--- config.mk ---
export PLATFORM = sky130hd
export DESIGN_NAME = seg7_status_display_flat
export DESIGN_NICKNAME = d
export VERILOG_FILES = /design/src/rtl/seg7_pkg.sv /design/src/rtl/seg7_status_display_if.sv /design/src/rtl/bin2bcd_seq.sv /design/src/rtl/seg7_status_display.sv /design/src/flat_wrapper.sv
export SDC_FILE = /design/constraint.sdc
export NUM_CORES = 1
export LEC_CHECK = 0
export CAP_MARGIN = 0
export CORE_MARGIN = 3
export CORE_UTILIZATION = 50
export DETAILED_ROUTE_END_ITERATION = 10
export DONT_BUFFER_PORTS = 1
export HOLD_SLACK_MARGIN = 0.03
export PLACE_DENSITY = 0.62
export REMOVE_ABC_BUFFERS = 1
export SLEW_MARGIN = 20
export SYNTH_ARGS = -nofsm -noshare
export SYNTH_HDL_FRONTEND = slang
export SYNTH_SLANG_ARGS = --single-unit
--- constraint.sdc ---
create_clock -name clk -period 8.7 [get_ports clk]
set_input_delay 1.74 -clock clk [delete_from_list [all_inputs] [get_ports clk]]
set_output_delay 1.74 -clock clk [all_outputs]
set_load 0.01 [all_outputs]
--- src/rtl/seg7_pkg.sv ---
// seg7_pkg: shared types and glyphs for the seven-segment status display.
//   state_e     - run status of the display controller
//   SEG_*       - active-low segment patterns, bit 6 = segment g ... bit 0 = segment a
//   bcd_to_seg  - BCD digit to segment pattern, dark for codes above 9
package seg7_pkg;

   typedef enum logic [1:0] {
      IDLE  = 2'd0,
      GO    = 2'd1,
      PAUSE = 2'd2,
      DONE  = 2'd3
   } state_e;

   localparam logic [6:0] SEG_DARK = 7'b1111111;
   localparam logic [6:0] SEG_DASH = 7'b0111111;

   localparam logic [6:0] SEG_0 = 7'b1000000;
   localparam logic [6:0] SEG_1 = 7'b1111001;
   localparam logic [6:0] SEG_2 = 7'b0100100;
   localparam logic [6:0] SEG_3 = 7'b0110000;
   localparam logic [6:0] SEG_4 = 7'b0011001;
   localparam logic [6:0] SEG_5 = 7'b0010010;
   localparam logic [6:0] SEG_6 = 7'b0000010;
   localparam logic [6:0] SEG_7 = 7'b1011000;
   localparam logic [6:0] SEG_8 = 7'b0000000;
   localparam logic [6:0] SEG_9 = 7'b0010000;

   localparam logic [6:0] SEG_P = 7'b0001100;
   localparam logic [6:0] SEG_A = 7'b0001000;
   localparam logic [6:0] SEG_U = 7'b1000001;
   localparam logic [6:0] SEG_S = 7'b0010010;
   localparam logic [6:0] SEG_E = 7'b0000110;
   localparam logic [6:0] SEG_D = 7'b0100001;
   localparam logic [6:0] SEG_O = 7'b0100011;
   localparam logic [6:0] SEG_N = 7'b0101011;

   function automatic logic [6:0] bcd_to_seg(input logic [3:0] d);
      logic [6:0] seg;
      case (d)
         4'd0:    seg = SEG_0;
         4'd1:    seg = SEG_1;
         4'd2:    seg = SEG_2;
         4'd3:    seg = SEG_3;
         4'd4:    seg = SEG_4;
         4'd5:    seg = SEG_5;
         4'd6:    seg = SEG_6;
         4'd7:    seg = SEG_7;
         4'd8:    seg = SEG_8;
         4'd9:    seg = SEG_9;
         default: seg = SEG_DARK;
      endcase
      return seg;
   endfunction

endpackage

--- src/rtl/seg7_status_display_if.sv ---
// seg7_status_display_if: value handshake between the value producer and the display.
//   value_i        - binary value offered
//   value_valid_i  - value_i is offered
//   value_ready_o  - converter can accept a value
// Signal suffixes are from the display's point of view (slave modport).
interface seg7_status_display_if #(
   parameter int unsigned VALUE_W = 17
);
   logic [VALUE_W-1:0] value_i;
   logic               value_valid_i;
   logic               value_ready_o;

   modport master (
      output value_i,
      output value_valid_i,
      input  value_ready_o
   );

   modport slave (
      input  value_i,
      input  value_valid_i,
      output value_ready_o
   );
endinterface

--- src/rtl/bin2bcd_seq.sv ---
// bin2bcd_seq: sequential double-dabble binary to BCD converter.
//   clk, rst  - clock, asynchronous active-high reset
//   valid_i   - bin_i offered; accepted when ready_o is high
//   ready_o   - idle, can accept a value
//   bin_i     - unsigned binary input, captured on accept
//   bcd_o     - NUM_BCD packed BCD digits, digit 0 in bits [3:0]
//   done_o    - one-cycle pulse, bcd_o holds the finished result
// The accept edge is the load cycle; VALUE_W shift/add-3 cycles follow, then one
// cycle with done_o high before ready_o returns.
module bin2bcd_seq #(
   parameter int unsigned VALUE_W = 17,
   parameter int unsigned NUM_BCD = 9
) (
   input  logic                   clk,
   input  logic                   rst,
   input  logic                   valid_i,
   output logic                   ready_o,
   input  logic [VALUE_W-1:0]     bin_i,
   output logic [4*NUM_BCD-1:0]   bcd_o,
   output logic                   done_o
);

   localparam int unsigned CntW = $clog2(VALUE_W + 1);
   localparam logic [CntW-1:0] LastCnt = CntW'(VALUE_W);

   logic                         busy_q, busy_d;
   logic [CntW-1:0]              cnt_q, cnt_d;
   logic [VALUE_W-1:0]           bin_q, bin_d;
   logic [4*NUM_BCD-1:0]         bcd_q, bcd_d;
   logic [4*NUM_BCD-1:0]         adj;
   logic [4*NUM_BCD+VALUE_W-1:0] shifted;

   // Add 3 to every digit >= 5, then shift the whole {bcd, bin} pair left by one.
   always_comb begin
      adj = bcd_q;
      for (int i = 0; i < NUM_BCD; i++) begin
         if (bcd_q[4*i +: 4] >= 4'd5) begin
            adj[4*i +: 4] = bcd_q[4*i +: 4] + 4'd3;
         end
      end
      shifted = {adj, bin_q} << 1;
   end

   always_comb begin
      busy_d = busy_q;
      cnt_d  = cnt_q;
      bin_d  = bin_q;
      bcd_d  = bcd_q;
      if (!busy_q) begin
         if (valid_i) begin
            busy_d = 1'b1;
            cnt_d  = '0;
            bin_d  = bin_i;
            bcd_d  = '0;
         end
      end else if (cnt_q == LastCnt) begin
         busy_d = 1'b0;
      end else begin
         bcd_d = shifted[4*NUM_BCD+VALUE_W-1:VALUE_W];
         bin_d = shifted[VALUE_W-1:0];
         cnt_d = cnt_q + CntW'(1);
      end
   end

   always_ff @(posedge clk or posedge rst) begin
      if (rst) begin
         busy_q <= 1'b0;
         cnt_q  <= '0;
         bin_q  <= '0;
         bcd_q  <= '0;
      end else begin
         busy_q <= busy_d;
         cnt_q  <= cnt_d;
         bin_q  <= bin_d;
         bcd_q  <= bcd_d;
      end
   end

   assign ready_o = ~busy_q;
   assign done_o  = busy_q && (cnt_q == LastCnt);
   assign bcd_o   = bcd_q;

endmodule

--- src/rtl/seg7_status_display.sv ---
// seg7_status_display: run-status seven-segment controller for the HEX bank.
//   clk, rst    - clock, asynchronous active-high reset
//   start_i     - pulse, IDLE -> GO
//   pause_i     - pulse, toggles GO <-> PAUSE (wins over finish_i)
//   finish_i    - pulse, GO -> DONE (sticky until reset)
//   val_if      - value/valid/ready handshake feeding the BCD converter
//   blank_lz_i  - blank leading zeros of the numeric display
//   hex_o       - registered active-low segments, digit k in [7k+6:7k]
//   busy_o      - conversion in progress
module seg7_status_display
   import seg7_pkg::*;
#(
   parameter int unsigned NUM_DIGITS = 8,
   parameter int unsigned VALUE_W    = 17,
   parameter int unsigned BLINK_CYC  = 25_000_000
) (
   input  logic                    clk,
   input  logic                    rst,
   input  logic                    start_i,
   input  logic                    pause_i,
   input  logic                    finish_i,
   seg7_status_display_if.slave    val_if,
   input  logic                    blank_lz_i,
   output logic [7*NUM_DIGITS-1:0] hex_o,
   output logic                    busy_o
);

   localparam int unsigned NumBcd = NUM_DIGITS + 1;
   localparam int unsigned BlinkW = (BLINK_CYC > 1) ? $clog2(BLINK_CYC) : 1;
   localparam logic [BlinkW-1:0] BlinkLast = BlinkW'(BLINK_CYC - 1);

   state_e                  state_q, state_d;
   logic [4*NUM_DIGITS-1:0] disp_q, disp_d;
   logic                    ovf_q, ovf_d;
   logic [BlinkW-1:0]       blink_cnt_q, blink_cnt_d;
   logic                    blink_dark_q, blink_dark_d;
   logic [7*NUM_DIGITS-1:0] hex_q, hex_d;

   logic                    conv_ready;
   logic                    conv_done;
   logic [4*NumBcd-1:0]     conv_bcd;
   logic                    lead;
   logic [3:0]              dig;

   bin2bcd_seq #(
      .VALUE_W (VALUE_W),
      .NUM_BCD (NumBcd)
   ) u_bin2bcd (
      .clk     (clk),
      .rst     (rst),
      .valid_i (val_if.value_valid_i),
      .ready_o (conv_ready),
      .bin_i   (val_if.value_i),
      .bcd_o   (conv_bcd),
      .done_o  (conv_done)
   );

   assign val_if.value_ready_o = conv_ready;
   assign busy_o               = ~conv_ready;

   always_comb begin
      state_d = state_q;
      case (state_q)
         IDLE:    if (start_i) state_d = GO;
         GO: begin
            if (pause_i)       state_d = PAUSE;
            else if (finish_i) state_d = DONE;
         end
         PAUSE:   if (pause_i) state_d = GO;
         default: state_d = state_q;
      endcase
   end

   // Result and overflow flag land together so the display never mixes two values.
   always_comb begin
      disp_d = disp_q;
      ovf_d  = ovf_q;
      if (conv_done) begin
         disp_d = conv_bcd[4*NUM_DIGITS-1:0];
         ovf_d  = |conv_bcd[4*NUM_DIGITS +: 4];
      end
   end

   // Held at zero outside PAUSE so each entry starts with the message visible.
   always_comb begin
      blink_cnt_d  = '0;
      blink_dark_d = 1'b0;
      if (state_q == PAUSE) begin
         blink_dark_d = blink_dark_q;
         if (blink_cnt_q == BlinkLast) begin
            blink_cnt_d  = '0;
            blink_dark_d = ~blink_dark_q;
         end else begin
            blink_cnt_d = blink_cnt_q + BlinkW'(1);
         end
      end
   end

   always_comb begin
      hex_d = {NUM_DIGITS{SEG_DARK}};
      lead  = 1'b1;
      dig   = '0;
      case (state_q)
         IDLE: hex_d = {NUM_DIGITS{SEG_DASH}};
         GO: begin
            // Walk from the top digit down; lead stays set until a nonzero digit.
            for (int k = NUM_DIGITS - 1; k >= 0; k--) begin
               dig = disp_q[4*k +: 4];
               if (dig != 4'd0) lead = 1'b0;
               if (ovf_q)                             hex_d[7*k +: 7] = SEG_E;
               else if (blank_lz_i && lead && k != 0) hex_d[7*k +: 7] = SEG_DARK;
               else                                   hex_d[7*k +: 7] = bcd_to_seg(dig);
            end
         end
         PAUSE: begin
            if (!blink_dark_q) hex_d[34:0] = {SEG_P, SEG_A, SEG_U, SEG_S, SEG_E};
         end
         default: hex_d[27:0] = {SEG_D, SEG_O, SEG_N, SEG_E};
      endcase
   end

   always_ff @(posedge clk or posedge rst) begin
      if (rst) begin
         state_q      <= IDLE;
         disp_q       <= '0;
         ovf_q        <= 1'b0;
         blink_cnt_q  <= '0;
         blink_dark_q <= 1'b0;
         hex_q        <= {NUM_DIGITS{SEG_DASH}};
      end else begin
         state_q      <= state_d;
         disp_q       <= disp_d;
         ovf_q        <= ovf_d;
         blink_cnt_q  <= blink_cnt_d;
         blink_dark_q <= blink_dark_d;
         hex_q        <= hex_d;
      end
   end

   assign hex_o = hex_q;

endmodule

--- src/flat_wrapper.sv ---
// flat-port wrapper written by rule: the top's interface ports become plain ports
module seg7_status_display_flat import seg7_pkg::*;
#(
   parameter int unsigned NUM_DIGITS = 8,
   parameter int unsigned VALUE_W    = 17,
   parameter int unsigned BLINK_CYC  = 25_000_000
)
  (clk, rst, start_i, pause_i, finish_i, blank_lz_i, hex_o, busy_o, val_if_value_i, val_if_value_valid_i, val_if_value_ready_o);
  seg7_status_display_if #(.VALUE_W(VALUE_W)) val_if_i ();
  input  logic clk;
  input  logic rst;
  input  logic start_i;
  input  logic pause_i;
  input  logic finish_i;
  input  logic blank_lz_i;
  output logic [7*NUM_DIGITS-1:0] hex_o;
  output logic busy_o;
  input wire logic [$bits(val_if_i.value_i)-1:0] val_if_value_i;
  input wire logic [$bits(val_if_i.value_valid_i)-1:0] val_if_value_valid_i;
  output wire logic [$bits(val_if_i.value_ready_o)-1:0] val_if_value_ready_o;
  assign val_if_i.value_i = val_if_value_i;
  assign val_if_i.value_valid_i = val_if_value_valid_i;
  assign val_if_value_ready_o = val_if_i.value_ready_o;
  seg7_status_display #(.NUM_DIGITS(NUM_DIGITS), .VALUE_W(VALUE_W), .BLINK_CYC(BLINK_CYC)) u_core (.clk(clk), .rst(rst), .start_i(start_i), .pause_i(pause_i), .finish_i(finish_i), .val_if(val_if_i), .blank_lz_i(blank_lz_i), .hex_o(hex_o), .busy_o(busy_o));
endmodule
==> results_dict.tcl, run 1 <==
set metrics [dict create \
    cts_sinks 176 \
    dr.pass1.iters 5 \
    viasPerCell 5.882 \
    cts.clk_slew.worst_paths_ps 60 \
    yosysUniqueCellTypes 65 \
    ir_worst_vdd_v 0.0001722 \
    grt_pass1_wl_um 33030 \
    synth_area_leaders "dfrtp_1 34%, dfstp_2 13%, ha_1 8.3%" \
    ff2ff_path_depth 6 \
    dp_hpwl_um 14340 \
    cts.repair.resized 0 \
    fmax_mhz 289.5 \
    grt_pass1_vias 6353 \
    wl_per_cell_um 17.65 \
    drive_gt1_frac 0.1339 \
    cts_root_buf "clkbuf_16" \
    critPathMaxFanout 32 \
    endpoint_kind "flip-flop" \
    fin_crit_sh 0.3970 \
    wl_um 20380 \
    cp_data_arrival_time_ps 3780 \
    synth_seq_cells 176 \
    hold_start "u_core.blink_cnt_q[0]" \
    crit_path_max_incr_delay_ps 740 \
    vias 6794 \
    die_h_um 142.8 \
    worst_path_max_delay_cell "inv_1" \
    die_area_um2 20380 \
    mostFrequentLayoutCells "128 x dfrtp_1, 98 x o21ai_0, 73 x nand2_1, 65 x nor2_1, 62 x ha_1" \
    required_ps 9020 \
    drtIter0Drc 607 \
    cts_inserted_buffers 17 \
    timing.rr.start "u_core.u_bin2bcd.cnt_q[1]" \
    cp-start-kind "input pin" \
    ioPinCount 82 \
    initial_core_util 0.5154 \
    port-buffer-count 0 \
    gp_congestion 0.8646 \
    pwr_density_cell_nw_per_um2 373.2 \
    crit_family "compound AO/OA/AOI/OAI gates" \
    ant_nets 0 \
    drc 0 \
    ys_seq_area_frac 0.4773 \
    synth_top_area_frac 0.3424 \
    clock_latency_ps 430 \
    p_total_mw 3.757 \
    finalWorstPathRequiredPeriod_ps 3454 \
    cts_max_level 4 \
    grt_max_degree 105 \
    drv_cap 0 \
    yosys.area.top_type "dfrtp_1" \
    layout_commonest_cell "dfrtp_1" \
    tns_ps 0 \
    postSynthCellCount 939 \
    synthToLayoutAreaGrowth_pct 7.638 \
    hold_path_class "flip-flop to flip-flop" \
    grt_antenna_before_repair 0 \
    grt.total_usage 0.2029 \
    criticalPathCategory "input pin to flip-flop" \
    fill_cells 1593 \
    hold_violations 0 \
    ys_async_sr_fraction 1.000 \
    finalSetupViolations 0 \
    hold-worst-slack_ps 457.9 \
    rows 49 \
    synth-main-ff-cell "dfrtp_1" \
    core_um2 18150 \
    n_antenna_cell 0 \
    clk_path_buf_depth 2 \
    worstReg2RegEnd "u_core.u_bin2bcd.bcd_o[17]" \
    p_leak_nw 4.405 \
    tightest_slew_ps 1041 \
    yosysWarningCount 0 \
    grt-ovfl-total 0 \
    final_nets 999 \
    fin_skew_ps 9.869 \
    hold_buffers 0 \
    hold_depth 1 \
    crit_buf_inv 1 \
    rsz0062_at_grt "no" \
    die_w_um 142.8 \
    status "complete, no violations" \
    cts_tree "done" \
    drv_slew 0 \
    cts_setup_buffers 0 \
    relSlewSlack 0.3050 \
    worstHoldEndpoint "u_core.blink_cnt_q[0]" \
    synth_edf_count 0 \
    crit_chain "nor2_1 > a21o_1 > inv_1 > o22ai_1" \
    ff2ff_setup_slack_ps 5650 \
    syn_avg_cell_area_um2 9.962 \
    netlist_area_um2 9354 \
]
[final cells by class]
type	count	area, um^2	share of cell area
Clock inverter	11	128.9	0.01280
Timing Repair Buffer	7	52.55	0.005219
Inverter	50	192.7	0.01914
Clock buffer	21	470.5	0.04673
Multi-Input combinational cell	661	4473	0.4443
Sequential cell	176	4464	0.4434
Tap cell	229	286.5	0.02846
[cells in the mapped netlist (12+ instances only)]
library cell	instances
nor2_1	66
o31ai_1	20
o22ai_1	24
a21oi_1	55
nand3_1	14
dfstp_2	48
xor2_1	13
nand2b_1	17
o21ai_0	98
ha_1	62
nor3b_1	17
nand2_1	73
nor2b_1	12
dfrtp_1	128
clkbuf_1	31
mux2_2	19
inv_1	50
mux2i_1	18
a21o_1	14
buf_2	16
[cell families after synthesis]
logic type,synth area share
AOI/OAI and AO/OA,0.1812
and+or+nand+nor,0.1489
DFF,0.4773
buffers and inverters,0.04508
adders and majority gates,0.08293
muxes,0.04214
xor gates and xnor gates,0.02247
[power breakdown]
part | leakage (nW) | switching (mW) | total, mW | internal, mW
registers | 2.16 | 0.372 | 1.55 | 1.18
logic | 1.97 | 0.800 | 1.43 | 0.625
clock network | 0.279 | 0.330 | 0.778 | 0.448
total | 4.40 | 1.50 | 3.76 | 2.26
[metrics by stage]
step | std cells | utilization | instance area, um^2 | worst slack (ps)
after detailed placement | 1123 | 0.5215 | 9464 | 4816
after floorplan | 887 | - | 9120 | 2266
after global routing | 1155 | 0.5548 | 10070 | 4952
after CTS | 1155 | 0.5545 | 10060 | 5240
after global placement | 1123 | 0.5215 | 9464 | 4922
final | 1155 | 0.5548 | 10070 | 5246
[worst max path at each step]
stage	start	end	slack (ps)	depth (start not counted)
final	val_if_value_valid_i	u_core.u_bin2bcd.bcd_o[17]	5250	4
after global routing	val_if_value_valid_i	u_core.u_bin2bcd.bcd_o[23]	4950	5
after CTS	val_if_value_valid_i	u_core.u_bin2bcd.bcd_o[17]	5240	4
after detailed placement	val_if_value_valid_i	u_core.u_bin2bcd.bcd_o[17]	4820	4
after global placement	val_if_value_valid_i	u_core.u_bin2bcd.bcd_o[9]	4920	4
after floorplan	rst	u_core.blink_cnt_q[0]	2270	1
[state kept, by name, summed over array words and instances, names as in the netlist]
signal,count
u_core.u_bin2bcd.bcd_o,36
u_core.ovf_q,1
u_core.u_bin2bcd.bin_q,17
u_core.hex_o,56
u_core.u_bin2bcd.cnt_q,5
u_core.blink_cnt_q,25
u_core.u_bin2bcd.busy_q,1
u_core.disp_q,32
u_core.blink_dark_q,1
u_core.state_q,2
[routing by layer]
layer,wire [um],track usage,share of wire,vias to the layer above
met2,9071,0.2977,0.45,186
li1,-,-,-,3277
met5,0,0,0,-
met3,1007,0.04689,0.049,32
met1,9888,0.2958,0.49,3299
met4,416,0.07104,0.020,0
Note: power is estimated with default switching activity, not from simulation.
==> run 2, diff against run 1 <==
clock period = 3.6 ns   (was 8.7 ns; I/O delays follow)
==> run 2 against run 1 <==
Against the previous run: critical endpoint is now u_core.hex_o[19]; worst hold slack lost 170 ps; clock-buffer cell count grew 4; combinational power grew 140%; critical path type is now flip-flop to flip-flop; die area is the same; non-clock buffer count grew 7.
==> results_dict.tcl, run 2 (same netlist as run 1, synthesis figures left out) <==
set metrics [dict create \
    finalSetupViolations 0 \
    placed_cells 1130 \
    top_usage_layer "met2" \
    crit_chain "inv_1 > ha_1 > or3b_2 > nor2_1 > a21oi_1 > o21ai_0" \
    criticalPathCategory "flip-flop to flip-flop" \
    clk_path_buf_depth 2 \
    dp_hpwl_um 14550 \
    ant_nets 0 \
    worstReg2RegEnd "u_core.hex_o[19]" \
    fill_cells 1556 \
    mostFrequentLayoutCells "128 x dfrtp_1, 98 x o21ai_0, 73 x nand2_1, 66 x nor2_1, 62 x ha_1" \
    status "complete, no violations" \
    timing.rr.start "u_core.disp_q[25]" \
    viasPerCell 5.879 \
    die_w_um 142.8 \
    grt_pass1_vias 6846 \
    drc 0 \
    layout_commonest_cell "dfrtp_1" \
    cts_max_level 4 \
    fmax_mhz 420.3 \
    relSlewSlack 0.3472 \
    grt.total_usage 0.2108 \
    rows 49 \
    p_leak_nw 4.462 \
    synthToLayoutAreaGrowth_pct 8.200 \
    drv_slew 0 \
    grt_antenna_before_repair 0 \
    core_um2 18150 \
    cts_sinks 176 \
    wl_um 20350 \
    drtIter0Drc 393 \
    drive_gt1_frac 0.1372 \
    cts_root_buf "clkbuf_16" \
    critPathMaxFanout 8 \
    grt_max_degree 87 \
    worst_path_max_delay_cell "nor2_1" \
    p_total_mw 9.036 \
    cts_tree "done" \
    grt_pass1_wl_um 34620 \
    critPathLaunch "u_core.disp_q[25]" \
    ioPinCount 82 \
    use_met3 0.03885 \
    hold_buffers 0 \
    required_ps 3940 \
    clock_latency_ps 430 \
    initial_core_util 0.5154 \
    gr-usage-met1 0.2844 \
    cp-endpoint "u_core.hex_o[19]" \
    cp-start-kind "flip-flop" \
    cts_inserted_buffers 17 \
    die_area_um2 20380 \
    grt-ovfl-total 0 \
    cts.repair.resized 0 \
    hold_violations 0 \
    ir_worst_vdd_v 0.0004461 \
    cts_setup_buffers 0 \
    grt.met2_usage 0.3405 \
    cts.clk_slew.worst_paths_ps 70 \
    largest_register_ffs 56 \
    fin_crit_sh 0.6609 \
    cp_data_arrival_time_ps 2720 \
    tightest_slew_ps 979.1 \
    drv_cap 0 \
    finalWorstPathRequiredPeriod_ps 2379 \
    final_nets 1006 \
    vias 6831 \
    endpoint_kind "flip-flop" \
    hold_path_class "input pin to async pin" \
    ff2ff_path_depth 6 \
    die_h_um 142.8 \
    instances_no_fill 1162 \
    crit_path_max_incr_delay_ps 530 \
    tns_ps 0 \
    rsz0062_at_grt "no" \
    ff2ff_setup_slack_ps 1220 \
    gp_congestion 0.8779 \
    pwr_density_cell_nw_per_um2 892.8 \
    dr.pass1.iters 5 \
    n_antenna_cell 0 \
    port-buffer-count 0 \
    wl_per_cell_um 17.51 \
    fin_skew_ps 11.70 \
]
[run 2: changes by cell type in the layout (fill, tap and decap cells not counted), sizes merged]
| cell | before | now |
|---|---|---|
| clkbuf | 21 | 25 |
| bufinv | 2 | 0 |
| clkinvlp | 5 | 0 |
| buf | 7 | 14 |
| clkinv | 1 | 4 |
[run 2: worst min-delay path by stage]
stage,startpoint,to,cells past startpoint
2_1_floorplan,u_core.blink_cnt_q[0],u_core.blink_cnt_q[0],1
3_3_place_gp,u_core.blink_cnt_q[0],u_core.blink_cnt_q[0],1
3_5_place_dp,u_core.blink_cnt_q[0],u_core.blink_cnt_q[0],1
4_1_cts,rst,u_core.hex_o[41],1
5_1_grt,rst,u_core.hex_o[41],1
6_report,rst,u_core.hex_o[41],1
[run 2: layout make-up]
cell class | count | area, um^2 | area share
tap | 229 | 286.5 | 0.02831
sequential | 176 | 4464 | 0.4411
clock inverter | 7 | 42.54 | 0.004203
inverter | 50 | 192.7 | 0.01904
clock buffer | 25 | 549.3 | 0.05427
multi-input combinational | 661 | 4468 | 0.4415
timing repair buffer | 14 | 117.6 | 0.01162
[run 2: power breakdown]
| part | total [mW] | internal, mW | switching, mW |
|---|---|---|---|
| sequential | 3.75 | 2.86 | 0.899 |
| clock | 1.82 | 1.06 | 0.759 |
| combinational | 3.46 | 1.53 | 1.93 |
[run 2: critical path: cells and delay by family, from the launching register on]
| family | cells | cell delay (ps) |
|---|---|---|
| simple gates | 2 | 1000 |
| compound gates | 2 | 520 |
| flops | 1 | 430 |
| fa+ha+maj | 1 | 200 |
| buf+inv | 1 | 140 |
[run 2: layer usage]
layer / wire length (um) / part of all wire
met1: 9396 / 0.46
met2: 9744 / 0.48
met5: 0 / 0
met4: 388 / 0.019
met3: 819 / 0.040
[run 2: stage by stage]
| step | util | setup slack [ps] | instance area [um^2] | hold slack, ps |
|---|---|---|---|---|
| 2_1_floorplan | - | -1814 | 9120 | 424.5 |
| 3_3_place_gp | 0.5251 | 1323 | 9529 | 440.2 |
| 3_5_place_dp | 0.5251 | 1246 | 9529 | 453.8 |
| 4_1_cts | 0.5577 | 1229 | 10120 | 324.3 |
| 5_1_grt | 0.5577 | 1045 | 10120 | 342.4 |
| 6_report | 0.5577 | 1221 | 10120 | 287.2 |
